[src/rtl/seg_scan_ctrl.sv]
// Scan controller for an NDIG-digit common-anode 7-segment display.
// It shares one external decoder across all digits, double-buffers frame updates, and blanks between digits.
module seg_scan_ctrl #(
    parameter int NDIG  = 8,
    parameter int DIV   = 50000,
    parameter int BLANK = 2
) (
    input  logic                 clk,
    input  logic                 rst_n,
    input  logic                 wr_valid,
    output logic                 wr_ready,
    input  logic [4*NDIG-1:0]    wr_data,
    input  logic [NDIG-1:0]      wr_off,
    output logic [3:0]           dec_b,
    input  logic [6:0]           dec_h,
    output logic [6:0]           seg,
    output logic [NDIG-1:0]      an,
    output logic                 frame_done
);

    localparam int CW = (DIV > 1) ? $clog2(DIV) : 1;
    localparam int IW = $clog2(NDIG);
    localparam logic [CW-1:0] CNT_MAX = CW'(DIV - 1);
    localparam logic [CW-1:0] BLANK_C = CW'(BLANK);
    localparam logic [IW-1:0] IDX_MAX = IW'(NDIG - 1);

    typedef enum logic {S_BLANK, S_DRIVE} state_t;

    state_t              state, state_nxt;
    logic [CW-1:0]       cnt, cnt_nxt;
    logic [IW-1:0]       idx, idx_nxt;
    logic [4*NDIG-1:0]   act_code, pend_code;
    logic [NDIG-1:0]     act_off, pend_off;
    logic                pend_valid;
    logic                slot_end, boundary;
    logic [6:0]          seg_nxt;
    logic [NDIG-1:0]     an_nxt;

    assign wr_ready = ~pend_valid;
    assign dec_b    = act_code[{idx, 2'b00} +: 4];

    // The outputs are computed from the next slot position, so the blanking window lines up with the registered outputs.
    always_comb begin
        slot_end  = (cnt == CNT_MAX);
        boundary  = slot_end && (idx == IDX_MAX);
        cnt_nxt   = slot_end ? '0 : cnt + 1'b1;
        idx_nxt   = idx;
        if (slot_end) begin
            idx_nxt = (idx == IDX_MAX) ? '0 : idx + 1'b1;
        end
        state_nxt = state;
        case (state)
            S_BLANK: if (cnt_nxt == BLANK_C) state_nxt = S_DRIVE;
            S_DRIVE: if (slot_end) state_nxt = S_BLANK;
            default: state_nxt = S_BLANK;
        endcase
        an_nxt  = '1;
        seg_nxt = 7'h7F;
        if (state_nxt == S_DRIVE && !act_off[idx]) begin
            an_nxt  = ~(NDIG'(1) << idx);
            seg_nxt = dec_h;
        end
    end

    always_ff @(posedge clk or negedge rst_n) begin
        if (!rst_n) begin
            state      <= S_BLANK;
            cnt        <= '0;
            idx        <= '0;
            an         <= '1;
            seg        <= 7'h7F;
            frame_done <= 1'b0;
            act_code   <= '0;
            act_off    <= '1;
            pend_valid <= 1'b0;
        end else begin
            state      <= state_nxt;
            cnt        <= cnt_nxt;
            idx        <= idx_nxt;
            an         <= an_nxt;
            seg        <= seg_nxt;
            frame_done <= boundary;
            if (boundary && pend_valid) begin
                act_code   <= pend_code;
                act_off    <= pend_off;
                pend_valid <= 1'b0;
            end else if (wr_valid && !pend_valid) begin
                pend_valid <= 1'b1;
            end
        end
    end

    // Pending payload is plain data; pend_valid alone qualifies it.
    always_ff @(posedge clk) begin
        if (wr_valid && wr_ready) begin
            pend_code <= wr_data;
            pend_off  <= wr_off;
        end
    end

endmodule

[config.mk]
export PLATFORM = sky130hd
export DESIGN_NAME = seg_scan_ctrl
export DESIGN_NICKNAME = d
export VERILOG_FILES = /design/src/rtl/seg_scan_ctrl.sv
export SDC_FILE = /design/constraint.sdc
export NUM_CORES = 1
export LEC_CHECK = 0
export BUFFER_PORTS_ARGS = -buffer_cell sky130_fd_sc_hd__buf_2
export CORE_MARGIN = 1.5
export CORE_UTILIZATION = 55
export CTS_CLUSTER_SIZE = 20
export DETAILED_ROUTE_END_ITERATION = 6
export GPL_TIMING_DRIVEN = 0
export HOLD_SLACK_MARGIN = 0.05
export PLACE_DENSITY = 0.82
export REMOVE_ABC_BUFFERS = 1
export SLEW_MARGIN = 20
export SYNTH_ARGS = -nofsm -noshare
export SYNTH_HDL_FRONTEND = slang
export SYNTH_SLANG_ARGS = --single-unit
[constraint.sdc]
create_clock -name clk -period 6 [get_ports clk]
set_input_delay 1.2 -clock clk [delete_from_list [all_inputs] [get_ports clk]]
set_output_delay 1.2 -clock clk [all_outputs]
set_load 0.01 [all_outputs]
After elaboration in Yosys (flattened, before gate mapping)
Index checks and enable logic that the tools add are counted.
{"block": "word_totals", "wordCells": 41, "ff_bits": 117, "in_bits": 50, "out_inout_bits": 21}
{"block": "classes", "bitwise": 3, "order_cmp": 1, "shifts": 2, "n_reduce_logical": 8, "addsub": 2, "mux": 11, "eq_ne": 3}
{"op": "$shiftx 32x6->4", "n": 1}
{"op": "$add 16x1->16 const B", "n": 1}
{"op": "$eq 16x16->1 const B", "n": 1}
{"op": "$eq 16x2->1 const B", "n": 1}
{"op": "$mux 16", "n": 1}
{"op": "$mux 8", "n": 1}
{"op": "$not 8->8", "n": 1}
{"op": "$shl 1x3->8 const A", "n": 1}
{"op": "$mux 7", "n": 1}
{"op": "$logic_and 1x1->1", "n": 5}
{"op": "$mux 1", "n": 5}
{"op": "$lt 3x4->1 const B", "n": 1}
{"op": "$add 3x1->3 const B", "n": 1}
{"op": "$bmux 1 s3", "n": 1}
{"op": "$eq 3x3->1 const B", "n": 1}
{"op": "$mux 3", "n": 1}
{"op": "$logic_not 1->1", "n": 2}
{"op": "$not 1->1", "n": 2}
{"op": "$pmux 1 s2", "n": 1}
{"op": "$reduce_bool 2->1", "n": 1}

Logic depth before layout (Yosys ltp)
Gate-level depths: netlist (run 1).
{"block": "depth", "depth_word": 7, "depth_mapped": 9, "ltp_nobuf": 7}

Least setup slack after synthesis (run 1)
No wires, ideal clock.
{"block": "synth_path", "kind": "input-to-reg", "start": "input wr_valid", "end": "register pend_code[0], enable pin", "arrival_ps": 2989, "path_buffers": 0, "cell_stages": 1, "setup_time_ps": 442, "path_slack_ps": 2569, "required_ps": 5558, "path_cell_list": "nor2b_1"}
{"block": "synth_via", "elab_chain_len": 1}
{"item": "start, declared", "line": "10", "rtl": "input logic wr_valid,"}
{"item": "$logic_and 1x1->1", "line": "95", "rtl": "if (wr_valid && wr_ready) begin"}
{"item": "end signal, assigned", "line": "96", "rtl": "pend_code <= wr_data;"}
{"item": "end, declared", "line": "32", "rtl": "logic [4*NDIG-1:0] act_code, pend_code;"}
Every way passes these cells.
A chain may end at the register's enable or synchronous reset.

Final worst setup path (run 1)
{"block": "layout_path", "start": "register idx[0]", "end": "output dec_b[1]"}
{"block": "layout_via", "elab_chain_len": 1}
{"item": "start, declared", "line": "31", "rtl": "logic [IW-1:0] idx, idx_nxt;"}
{"item": "start signal, assigned", "line": "79", "rtl": "idx <= idx_nxt;"}
{"item": "$shiftx 32x6->4", "line": "40", "rtl": "assign dec_b = act_code[{idx, 2'b00} +: 4];"}
{"item": "end, declared", "line": "14", "rtl": "output logic [3:0] dec_b,"}
Every way passes these cells.

==> impl_results.md, run 1 <==
- Vias in the first global route: ~3300
- Most area-hungry cell type in the Yosys netlist: dfrtp_1
- RSZ-0062 raised after global routing: no
- Asr flop ratio synth: 0.658
- Tot Pwr: around 1.9 mW
- Met3 WL: 530 um
- Worst setup EP type: output pin
- Post-Layout Cell Count: 567
- First-pass GRT wire length: around 16000 um
- Clock latency on the worst-skew pair: between 0.5 and 0.6 ns
- Placed insts: 535
- CTS H-tree lvls: 4
- Clk pin slew, worst setup/hold paths: ~0.06 ns
- Drt pass-1 iters: 4
- Worst-case clock buffer depth: 2
- Main synth FF type: dfrtp_1
- Total negative slack: 0 ns
- Worst hold margin: between 0.4 and 0.5 ns
- Yosys cell types: 51
- Yosys reg bits: approximately 120
- PostCTS Resize Cnt: 0
- Crit start category: flop
- Setup Buffers After CTS: 0
- Transition time of the tightest slew-check pin: about 0.91 ns
- Synthesized area per cell: about 14 sq um
- Kind of critical path: flop to output pin
- RR Startpoint: cnt[0]
- Crit path DAT: between 2 and 2.5 ns
- Final Setup Violations: 0
- Vias per cell: roughly 5.7
- Grt ovf: 0
- Largest net degree at the start of global routing: 53
- Antenna Cells: 0
- Estimated wirelength of the detail-placed design: about 6200 um
- Die Ht: 100 um
- Metal-1 WL: 4230 um
- VDD IR max: approximately 210 uV
- Routability cong.: a little over 0.9
- Synth top area share: 0.261
- Synthesized instance count: ~380
- Met2 routed WL: ~5000 um
- Initial antenna violation count: 0
- Most frequent cell after synthesis: dfrtp_1
- Overall Global Routing Usage: 0.217
- CP required: 4.80 ns
- CTS buffer count: 17
- Worst Clk Skew: 0.00588 ns
- Routed len/inst: approximately 17 um
- Top Ports: between 70 and 80
- CTS sink cnt: ~120
- Post-synth EDFFs: 40
- CTS tree: yes
- Period utilization: 0.599
- Sequential share of the synthesized area: 0.610
- Drt drc: 0
- Min Clock Period, post-route: about 3.6 ns
- Die width: around 100 um
- Core Rows: 35
- Final Max Slew Viols: 0
- Static Leak: roughly 2.6 nW
- Synth area leaders: dfrtp_1, edfxtp_1, dfstp_2, mux2_2, mux4_2
- Pwr/cell area: 311 nW/um^2
- Hold Fails Final Rpt: 0
- Mapped cell area: around 5200 sq um
- Area Growth Syn to Fin: 20.0%
- Max-cap violation count: 0
- Worst reg2reg setup slack: a little under 3 ns
- Top sig layer: met4
- Initial Util: 0.562
- Synth warnings: 0
- Top cells by instance count after synthesis: dfrtp_1, edfxtp_1, mux2_2
- Via count: approximately 3200
- FF-to-FF path depth: 7
- Drt total wl: slightly below 10000 um
- Crit-path max FO: 14
- Initial drt markers: 181
- Hold-fix buffers at CTS: 0
- Hold path startpoint: pend_off[1]
- Core footprint: approximately 9000 sq um
- Hold EP: act_off[1]
- Fmax: between 200 and 300 MHz
- Clock root buffer: clkbuf_8
- DIE AREA: around 10000 sq um
- Nets@finish: approximately 500
- Outcome: finished clean
- Rel. slew slack: 0.391
- Hold depth: 1
- Crit Reg-Reg Endpoint: act_code[23]
- Share of layout cells above drive strength 1: 0.399
- Detail Route Antenna Nets: 0
- Port Buffers: 70
- Hold/Removal Path Class: flop to flop
==> area by class of cell <==
| type | instances | area [sq um] |
|---|---|---|
| clock buffers | 18 | 418 |
| flip-flops and latches | 117 | 3160 |
| clock inverters | 14 | 200 |
| repair buffers | 73 | 420 |
| multi-input cells | 224 | 1840 |
| well taps | 111 | 139 |
| fillers | 652 | 2990 |
| inverters | 10 | 37.5 |
==> cells in the final DEF (no fill, tap or decap), types with 3 or more instances in the layout <==
cell | netlist | routed
xnor2_1 | 9 | 9
mux4_2 | 10 | 10
o21ai_0 | 6 | 6
clkinvlp_4 | 0 | 3
xor2_1 | 8 | 8
nand3_1 | 7 | 7
nand4_1 | 5 | 5
clkbuf_16 | 0 | 16
nand4b_1 | 7 | 7
inv_1 | 10 | 10
inv_6 | 0 | 4
dfstp_2 | 23 | 23
o211ai_1 | 6 | 6
mux2_1 | 10 | 10
nor2b_1 | 4 | 3
nor3_1 | 12 | 12
a21oi_1 | 10 | 10
mux2_2 | 30 | 30
bufinv_16 | 0 | 4
o41ai_1 | 8 | 8
buf_2 | 9 | 69
nor2_1 | 23 | 23
nand2_1 | 27 | 27
dfrtp_1 | 54 | 54
ha_1 | 8 | 8
nor4b_1 | 3 | 3
edfxtp_1 | 40 | 40
==> kinds of logic (layout without fill, tap and decap cells) <==
| group | after synthesis | after routing | synth area share |
|---|---|---|---|
| adder cells (fa/ha/maj) | 8 | 8 | 0.0194 |
| AO/OA/AOI/OAI | 41 | 41 | 0.0554 |
| buffers and inverters | 34 | 115 | 0.0363 |
| XOR/XNOR | 17 | 17 | 0.0288 |
| flip-flops | 117 | 117 | 0.610 |
| AND/OR/NAND/NOR | 108 | 108 | 0.119 |
| multiplexers | 50 | 50 | 0.131 |
==> worst max-delay path by stage <==
stage                               to  startpoint  slack, ns  cells after the start
after CTS                     dec_b[1]      idx[0]       2.39                      4
after global routing          dec_b[1]      idx[0]       2.28                      4
final                         dec_b[1]      idx[0]       2.40                      4
after global placement     pend_off[0]    wr_valid       1.93                      2
after floorplan           pend_code[0]    wr_valid       2.57                      1
after detailed placement      dec_b[1]      idx[0]       2.95                      4
==> worst max-delay path, stage by stage (launching register included) <==
cell and delay (ns):
dfrtp_1 0.94, mux4_2 0.63, nand2_1 0.09, nand2_1 0.07, buf_2 0.15
==> layer usage <==
metal	GRT usage	vias up
met2	0.354	101
met4	0.0899	0
met3	0.0543	13
li1	-	1520
met5	0	-
met1	0.278	1612
==> stage by stage <==
stage / instance area (sq um) / setup slack (ns) / utilization
finish: 6210 / 2.40 / 0.675
global route: 6210 / 2.28 / 0.675
CTS: 6210 / 2.39 / 0.675
detailed placement: 5590 / 2.95 / 0.608
global placement: 5510 / 1.93 / 0.599
floorplan: 5020 / 2.57 / -
==> where the power goes <==
| group | internal, mW | switching [mW] | leakage (nW) |
|---|---|---|---|
| Clock | 0.680 | 0.379 | 0.293 |
| Sequential | 0.832 | 0.000565 | 1.33 |
| Combinational | 0.0179 | 0.0197 | 0.981 |
==> sequential cells by signal, summed over array words and instances (netlist names) <==
signal	count
act_code	32
act_off	8
an	8
cnt	16
frame_done	1
idx	3
pend_code	32
pend_off	8
pend_valid	1
seg	7
state	1
Note: power is estimated with default switching activity, not from simulation.
==> run 2, diff against run 1 <==
--- a/config.mk
+++ b/config.mk
@@ -7,12 +7,12 @@
 export LEC_CHECK = 0
 export BUFFER_PORTS_ARGS = -buffer_cell sky130_fd_sc_hd__buf_2
 export CORE_MARGIN = 1.5
-export CORE_UTILIZATION = 55
+export CORE_UTILIZATION = 52
 export CTS_CLUSTER_SIZE = 20
 export DETAILED_ROUTE_END_ITERATION = 6
 export GPL_TIMING_DRIVEN = 0
 export HOLD_SLACK_MARGIN = 0.05
-export PLACE_DENSITY = 0.82
+export PLACE_DENSITY = 0.81
 export REMOVE_ABC_BUFFERS = 1
 export SLEW_MARGIN = 20
 export SYNTH_ARGS = -nofsm -noshare
==> constraint.sdc (replaced) <==
create_clock -name clk -period 3.1 [get_ports clk]
set_input_delay 0.62 -clock clk [delete_from_list [all_inputs] [get_ports clk]]
set_output_delay 0.62 -clock clk [all_outputs]
set_load 0.01 [all_outputs]
==> impl_results.md, run 2 (synthesis results as in run 1) <==
- Core Rows: 36
- Critical path's slowest cell: dfrtp_1
- Vias per cell: between 5 and 6
- Period utilization: 0.949
- CTS tree: yes
- Top Ports: 71
- Final Max Slew Viols: 0
- Seq pwr share: 0.455
- Commonest non-fill, non-tap cell in the layout: buf_2
- Die width: between 100 and 150 um
- Die Ht: about 100 um
- Crit-path cells: mux4_2 > nand2_1 > nand2_1 > buf_2
- Hold path startpoint: wr_data[29]
- Core footprint: just under 10000 sq um
- Initial antenna violation count: 0
- Most frequent cells in the layout: buf_2, dfrtp_1, edfxtp_1
- Hold EP: pend_code[29]
- DIE AREA: approximately 11000 sq um
- Hold Fails Final Rpt: 0
- Clk pin slew, worst setup/hold paths: 0.06 ns
- Worst-case clock buffer depth: 2
- Clock latency on the worst-skew pair: roughly 0.52 ns
- RR Startpoint: cnt[0]
- Crit-path max FO: 14
- Clock root buffer: clkbuf_8
- Clk pwr share: 0.525
- Antenna Cells: 0
- Pwr/cell area: about 570 nW/um^2
- Detail Route Antenna Nets: 0
- Estimated wirelength of the detail-placed design: around 6300 um
- Hold/Removal Path Class: input pin to flop
- Crit Reg-Reg Endpoint: an[6]
- Via count: about 3300
- CP required: approximately 2.5 ns
- Port Buffers: 70
- Final Setup Violations: 0
- Switching share of power: 0.206
- Static Leak: approximately 2.6 nW
- Routed len/inst: 16.2 um
- Outcome: finished clean
- Final setup margin: approximately 0.16 ns
- Worst setup EP type: output pin
- Fmax: 340 MHz
- CTS sink cnt: ~120
- Crit start category: flop
- Drt pass-1 iters: 4
- GR Util met1: 0.245
- Drt drc: 0
- Final Core Density: 0.639
- Worst Clk Skew: 0.00879 ns
- Gate power share: 0.021
- Nets@finish: roughly 500
- Place WS: about 0.093 ns
- P_int: 2.81 mW
- Rel. slew slack: 0.381
- Grt met3 use: 0.0678
- Transition time of the tightest slew-check pin: around 0.9 ns
- Top Registers: act_code (32), pend_code (32), cnt (16)
- Tot Pwr: 3.54 mW
- Buf/Inv on CP: 1
- Met2 global-route usage: 0.331
- CTS H-tree lvls: 4
- Crit path DAT: roughly 2.3 ns
- Initial Util: 0.532
- GRT Max-Usage Layer: met2
- Kind of critical path: flop to output pin
- VDD IR max: slightly above 500 uV
- Max-cap violation count: 0
- Sw power: about 0.73 mW
- Crit-path most repeated cell: nand2_1
- Hold depth: 1
- Crit path largest cell delay: between 0.8 and 0.9 ns
- Area Growth Syn to Fin: 20.2%
- Overall Global Routing Usage: 0.201
- CP top delay family: flip-flops
- First-pass GRT wire length: between 15000 and 20000 um
- Share of layout cells above drive strength 1: 0.400
- RSZ-0062 raised after global routing: yes
- Vias in the first global route: between 3000 and 4000
- Drt total wl: roughly 9600 um
- CTS buffer count: 17
- Grt ovf: 0
- Min Clock Period, post-route: around 3 ns
- FF-to-FF path depth: 6
- Largest net degree at the start of global routing: 61
- Worst reg2reg setup slack: 0.24 ns
- Initial drt markers: between 150 and 200
- Routability cong.: 0.859
[run 2: timing repair]
item,4_1_cts,5_1_grt
setup endpoints to repair,0,29
hold buffers,1,0
setup buffers,0,0
endpoints found under the hold margin,7,0
gates resized for setup,0,2
[run 2: how the worst max path moves through the flow]
stage	from	end	slack, ns	cells past startpoint
after floorplan	cnt[0]	act_code[0]	0.05	6
after global placement	cnt[0]	act_code[19]	-0.61	6
after detailed placement	cnt[0]	act_code[19]	0.09	7
after global routing	cnt[0]	an[6]	-0.03	7
after CTS	cnt[0]	act_code[17]	0.05	7
final	idx[0]	dec_b[3]	0.16	4
[run 2: final cells by class]
| type | instances | area, sq um |
|---|---|---|
| timing repair buffer | 74 | 438 |
| multi-input combinational | 224 | 1840 |
| inverter | 10 | 37.5 |
| fill | 712 | 3510 |
| clock inverter | 14 | 149 |
| clock buffer | 18 | 428 |
| sequential | 117 | 3160 |
| tap | 133 | 166 |
[run 2: per-layer routing]
metal | vias to the layer above | routed length (um)
li1 | 1524 | -
met1 | 1644 | 3970
met2 | 97 | 4900
met3 | 21 | 506
met4 | 0 | 199
met5 | - | 0
[run 2: power by group through the flow]
stage | combinational (mW) | clock [mW] | sequential [mW]
floorplan | 0.00865 | 0 | 1.64
global placement | 0.0662 | 0 | 1.64
detailed placement | 0.0733 | 0 | 1.64
CTS | 0.0748 | 1.89 | 1.61
global route | 0.0827 | 1.96 | 1.61
finish | 0.0730 | 1.86 | 1.61
[run 2: stage by stage]
stage          instance area (sq um)  instances  hold WS (ns)  setup TNS [ns]
2_1_floorplan                   5020        351         0.324               0
3_3_place_gp                    5540        554         0.443          -40.23
3_5_place_dp                    5630        557         0.448               0
4_1_cts                         6210        590         0.247               0
5_1_grt                         6220        590         0.244         -0.0280
6_report                        6220        590         0.267               0
